**src/rtl/nn_pool_pkg.sv**
```systemverilog
// Shared types and helpers for the max-pooling stage: FSM state encoding,
// the signed pixel type and the pooled-output dimension helper.
package nn_pool_pkg;

  localparam int PixelWidth = 8;

  typedef logic signed [PixelWidth-1:0] pixel_t;

  typedef enum logic [2:0] {
    IDLE,
    READ,
    DRAIN,
    WRITE,
    DONE
  } pool_state_e;

  // Floor division: partial edge windows are dropped.
  function automatic int pool_out_dim(input int in_dim, input int p);
    return in_dim / p;
  endfunction

endpackage

```
**src/rtl/pool_addr_gen.sv**
```systemverilog
// Window/output-pixel counters for the max-pooling stage and the derived
// source (conv map) and destination (pooled map) addresses.
module pool_addr_gen
  import nn_pool_pkg::*;
#(
  parameter int DataSizeW = 28,
  parameter int DataSizeH = 28,
  parameter int PoolSize  = 2,
  parameter int AddrWidth = $clog2(DataSizeW * DataSizeH)
) (
  input  logic                 clk,
  input  logic                 rst,
  input  logic                 step,
  input  logic                 clear,
  output logic [AddrWidth-1:0] src_addr,
  output logic [AddrWidth-1:0] dst_addr,
  output logic                 last_in_window,
  output logic                 last_pixel
);

  localparam int OutW = pool_out_dim(DataSizeW, PoolSize);
  localparam int OutH = pool_out_dim(DataSizeH, PoolSize);
  localparam int WideW = AddrWidth + 1;

  typedef logic [WideW-1:0] wide_t;

  localparam wide_t One     = wide_t'(1);
  localparam wide_t WinLast = wide_t'(PoolSize - 1);
  localparam wide_t OxLast  = wide_t'(OutW - 1);
  localparam wide_t OyLast  = wide_t'(OutH - 1);

  wide_t wx, wy, ox, oy;
  wide_t src_wide, dst_wide;

  assign last_in_window = (wx == WinLast) && (wy == WinLast);
  assign last_pixel     = (ox == OxLast) && (oy == OyLast);

  // One guard bit keeps the row*width product from wrapping before truncation.
  always_comb begin
    src_wide = (oy * wide_t'(PoolSize) + wy) * wide_t'(DataSizeW)
             + ox * wide_t'(PoolSize) + wx;
    dst_wide = oy * wide_t'(OutW) + ox;
  end

  assign src_addr = src_wide[AddrWidth-1:0];
  assign dst_addr = dst_wide[AddrWidth-1:0];

  // Odometer: wx fastest, then wy, then ox, then oy.
  always_ff @(posedge clk or posedge rst) begin
    if (rst) begin
      wx <= '0;
      wy <= '0;
      ox <= '0;
      oy <= '0;
    end else if (clear) begin
      wx <= '0;
      wy <= '0;
      ox <= '0;
      oy <= '0;
    end else if (step) begin
      if (wx != WinLast) begin
        wx <= wx + One;
      end else begin
        wx <= '0;
        if (wy != WinLast) begin
          wy <= wy + One;
        end else begin
          wy <= '0;
          if (ox != OxLast) begin
            ox <= ox + One;
          end else begin
            ox <= '0;
            oy <= (oy != OyLast) ? oy + One : '0;
          end
        end
      end
    end
  end

endmodule

```
**src/rtl/maxpool_2d_stage.sv**
```systemverilog
// Non-overlapping signed PoolSize x PoolSize max-pooling over a BRAM-resident map,
// started/finished by 4-phase req/ack. Define MAXPOOL_RELU_EN to clamp negative maxima to 0.
module maxpool_2d_stage
  import nn_pool_pkg::*;
#(
  parameter int DataSizeW = 28,
  parameter int DataSizeH = 28,
  parameter int PoolSize  = 2,
  parameter int DataWidth = 8,
  parameter int AddrWidth = $clog2(DataSizeW * DataSizeH)
) (
  input  logic                 clk_i,
  input  logic                 reset_i,
  input  logic                 req_i,
  output logic                 ack_o,
  output logic                 req_o,
  input  logic                 ack_i,
  output logic [AddrWidth-1:0] src_ram_addr,
  input  logic [DataWidth-1:0] src_ram_dout,
  output logic                 dst_ram_we,
  output logic [AddrWidth-1:0] dst_ram_addr,
  output logic [DataWidth-1:0] dst_ram_din
);

  pool_state_e state;

  logic                        start, step, last_in_window, last_pixel;
  logic                        rd_valid, rd_first;
  logic [AddrWidth-1:0]        dst_addr;
  logic signed [DataWidth-1:0] dout_s, acc, acc_next, pooled;

  assign start  = (state == IDLE) && req_i && !ack_o;
  // The final WRITE does not step, so src_ram_addr keeps showing the last read address.
  assign step   = ((state == READ) && !last_in_window) || ((state == WRITE) && !last_pixel);
  assign dout_s = src_ram_dout;

  pool_addr_gen #(
    .DataSizeW(DataSizeW),
    .DataSizeH(DataSizeH),
    .PoolSize (PoolSize),
    .AddrWidth(AddrWidth)
  ) u_addr_gen (
    .clk           (clk_i),
    .rst           (reset_i),
    .step          (step),
    .clear         (start),
    .src_addr      (src_ram_addr),
    .dst_addr      (dst_addr),
    .last_in_window(last_in_window),
    .last_pixel    (last_pixel)
  );

  // NOTE: default assignment first so every path assigns acc_next and no latch is inferred.
  always_comb begin
    acc_next = acc;
    if (rd_valid && (rd_first || (dout_s > acc))) acc_next = dout_s;
  end

`ifdef MAXPOOL_RELU_EN
  assign pooled = acc_next[DataWidth-1] ? '0 : acc_next;
`else
  assign pooled = acc_next;
`endif

  always_ff @(posedge clk_i or posedge reset_i) begin
    if (reset_i) begin
      state        <= IDLE;
      ack_o        <= 1'b0;
      req_o        <= 1'b0;
      dst_ram_we   <= 1'b0;
      dst_ram_addr <= '0;
      dst_ram_din  <= '0;
      acc          <= '0;
      rd_valid     <= 1'b0;
      rd_first     <= 1'b0;
    end else begin
      // NOTE: non-blocking throughout; the strobe defaults low so only the DRAIN branch can raise it.
      dst_ram_we <= 1'b0;
      acc        <= acc_next;
      // Read data trails its address by one cycle; the first READ cycle follows a non-READ cycle.
      rd_valid   <= (state == READ);
      rd_first   <= (state == READ) && !rd_valid;
      if (ack_o && !req_i) ack_o <= 1'b0;

      case (state)
        IDLE: begin
          if (start) begin
            ack_o <= 1'b1;
            state <= READ;
          end
        end
        READ: begin
          if (last_in_window) state <= DRAIN;
        end
        DRAIN: begin
          dst_ram_we   <= 1'b1;
          dst_ram_addr <= dst_addr;
          dst_ram_din  <= pooled;
          state        <= WRITE;
        end
        WRITE: begin
          state <= last_pixel ? DONE : READ;
        end
        DONE: begin
          if (!req_o) begin
            req_o <= 1'b1;
          end else if (ack_i) begin
            req_o <= 1'b0;
            state <= IDLE;
          end
        end
        default: state <= IDLE;
      endcase
    end
  end

endmodule

```
**config.mk**
```make
export PLATFORM = sky130hd
export DESIGN_NAME = maxpool_2d_stage
export DESIGN_NICKNAME = d
export VERILOG_FILES = /design/src/rtl/nn_pool_pkg.sv /design/src/rtl/pool_addr_gen.sv /design/src/rtl/maxpool_2d_stage.sv
export SDC_FILE = /design/constraint.sdc
export NUM_CORES = 1
export LEC_CHECK = 0
export BUFFER_PORTS_ARGS = -buffer_cell sky130_fd_sc_hd__buf_2
export CAP_MARGIN = 30
export CORE_UTILIZATION = 50
export CTS_BUF_LIST = sky130_fd_sc_hd__clkbuf_4
export DETAILED_ROUTE_END_ITERATION = 6
export PLACE_DENSITY = 0.74
export SLEW_MARGIN = 20
export SYNTH_ARGS = -nofsm -noshare
export SYNTH_HDL_FRONTEND = slang
export SYNTH_HIERARCHICAL = 1
export SYNTH_SLANG_ARGS = --single-unit
```
**constraint.sdc**
```tcl
create_clock -name clk_i -period 13.2 [get_ports clk_i]
set_input_delay 0.66 -clock clk_i [delete_from_list [all_inputs] [get_ports clk_i]]
set_output_delay 0.66 -clock clk_i [all_outputs]
set_load 0.02 [all_outputs]
```
==> qor.yml <==
grt_pass1_wl_mm: 20.40
final_nets: 742
synth_compound_area_frac: 0.1363
async_reset_ff_frac: 1.000
max-cap-violations: 0
dieArea_sq_mm: 0.01219
finalHoldViolCount: 0
clock-sinks: 78
cp_max_fo: 9
arrival_ns: 5.15
tns_ns: 0
worstSetupPathType: "reg -> out"
worstSetupStartpointType: "flop"
grt_start_max_net_pins: 45
cts_tree: "built"
dp_hpwl_mm: 9.250
fp-row-count: 39
io_buffers: 42
synth.ff_latch_count: 78
io-pin-count: 43
htree_levels: 3
drt-total-wl_mm: 11.96
min_path_type: "in -> async"
synth-adder-area-share: 0.1993
drt_iter0_drc: 323
fill_cells: 1023
ys_types: 64
grtUsageTotal: 0.2043
die-height_um: 110.4
regArea_sq_mm: 0.001952
synth_edf_count: 0
ant_nets: 0
cts-root-buf: "clkbuf_4"
synth_mux_area_frac: 0.02448
insertion_delay_ns: 0.43
yosys_warnings: 6
yosysTopAreaCellShare: 0.3321
cp.required_ns: 12.54
antenna_found_initial: 0
synth_area_sq_mm: 0.005877
path_clk_slew_ns: 0.14
relSlewSlack: 0.3592
overflow: 0
antenna_cells: 0
tightestPinTransition_ns: 0.9580
grt_pass1_vias: 4358
place_congestion: 0.8564
area_growth_syn_to_layout_pct: 7.686
layout_worst_path_cycle_share: 0.4399
slew_violations: 0
period_minus_slack_ns: 5.806
avgSynthCellArea_sq_um: 9.650
syn-num-nets: 702
synth.largest_area_cell: "dfrtp_1"
post_cts_buffers: 0
netlist_instances: 609
numCtsBuffers: 9
clock_skew_ns: 0.02810
viasPerCell: 5.624
die_w_um: 110.4
finalSetupViolations: 0
worst_setup_path_end_kind: "primary output"
core-area_sq_mm: 0.01142
multi_input_area_sq_mm: 0.003543
start_util: 0.5147
ctsLongestPathBuffers: 2
status: "finished, final reports clean"
synthFlopType: "dfrtp_1"
wire_per_inst_um: 15.00
drive_gt1_frac: 0.1330
netlist_top_cells_area: "dfrtp_1 (33%), ha_1 (13%), fa_1 (7.2%)"
drt_first_pass_iters: 5
synth-xor-area-share: 0.09623
rsz0062_at_grt: "false"
post_cts_resized: 0
fmax_mhz: 172.2
vias: 4482
synth_top_family_by_area: "adder cells"
holdBufCountCts: 0
synth-simple-area-share: 0.1467
ys_seq_area_frac: 0.3321
drcViolationCount: 0
final cells by class:
type | count | share of cell area
well taps | 143 | 0.02827
clock buffers | 10 | 0.01186
flip-flops and latches | 78 | 0.3084
repair buffers | 46 | 0.03796
multi-input cells | 442 | 0.5599
clock inverters | 6 | 0.01087
inverters | 72 | 0.04270
routing by layer:
metal | vias to the layer above | track usage | share of wire
met5 | - | 0 | 0
met4 | 0 | 0.07822 | 0.029
met3 | 22 | 0.03677 | 0.038
met2 | 93 | 0.3342 | 0.48
met1 | 2185 | 0.2697 | 0.45
li1 | 2182 | - | -
cell usage after synthesis, types with 6 or more instances:
library cell   n
nand2_1       35
nand4_1       13
a21o_1         9
o2111ai_1      9
a31oi_1       16
xnor2_1       43
nand3_1       13
o21bai_1       9
o21ai_0       18
ha_1          60
fa_1          21
dfrtp_1       78
mux2_2        10
nor2b_1        7
xor2_1        19
a21oi_1       39
inv_1         71
buf_2          9
and3_1        10
nor2_1        49
or3_1          6
placed cells by master (no fill, tap or decap), drive strengths merged, types with 10 or more instances in the layout:
cell type / n
dfrtp: 78
inv: 73
ha: 60
nor2: 50
buf: 46
xnor2: 43
a21oi: 41
nand2: 35
fa: 21
o21ai: 21
xor2: 19
a31oi: 16
nand3: 14
nand4: 13
mux2: 11
clkbuf: 10
and3: 10
a21o: 10
worst max-delay path: stages (launching register included):
cell	delay, ns
dfrtp_1	0.53
ha_1	0.23
inv_1	0.06
fa_1	0.39
xor2_1	0.44
fa_1	0.53
inv_1	0.09
ha_1	0.23
a21o_1	0.17
a21oi_1	0.22
xnor2_1	0.11
fa_1	0.48
inv_1	0.04
ha_1	0.32
or2_2	0.28
a21oi_1	0.15
a21oi_1	0.08
xnor2_1	0.20
buf_2	0.19
registers in the layout (all words and copies together) (netlist names):
signal / cells
acc: 8
u_addr_gen/wx: 11
u_addr_gen/ox: 11
rd_first: 1
u_addr_gen/wy: 11
state: 3
u_addr_gen/oy: 11
dst_ram_din: 8
req_o: 1
rd_valid: 1
dst_ram_addr: 10
dst_ram_we: 1
ack_o: 1
path summary, 6_finish.rpt:
| path | slack [ns] | endpoint | from | cells past startpoint |
|---|---|---|---|---|
| max | 7.39 | src_ram_addr[9] | u_addr_gen/oy[0]$_DFFE_PP0P_ | 18 |
| min | 0.14 | dst_ram_addr[5]$_DFFE_PP0P_ | reset_i | 2 |
| max reg2reg | 9.14 | u_addr_gen/oy[10]$_DFFE_PP0P_ | u_addr_gen/ox[1]$_DFFE_PP0P_ | 13 |
| min reg2reg | 0.46 | rd_first$_DFF_PP0_ | rd_valid$_DFF_PP0_ | 1 |
| max in group asynchronous | 12.42 | u_addr_gen/oy[0]$_DFFE_PP0P_ | reset_i | 3 |
| min in group clk_i | 0.44 | ack_o$_DFF_PP0_ | req_i | 2 |
kinds of logic (layout without fill, tap and decap cells):
group,after synthesis,in the layout
xor gates and xnor gates,63,63
and+or+nand+nor,164,164
DFF,78,78
muxes,13,13
AOI/OAI and AO/OA,121,121
adders and majority gates,81,81
buffers and inverters,89,134
through the flow:
step	util	hold WS [ns]	cell area [sq um]	worst slack, ns	cells
2_1_floorplan	-	0.4044	5877	8.100	609
3_3_place_gp	0.5416	0.4342	6185	7.905	781
3_5_place_dp	0.5416	0.4498	6185	7.800	781
4_1_cts	0.5542	0.1351	6329	7.319	797
5_1_grt	0.5542	0.1444	6329	7.027	797
6_report	0.5542	0.1427	6329	7.394	797
Power is left out: the tool's default activity adds up to more than one toggle a clock period on the data nets, which glitch-free logic cannot reach.
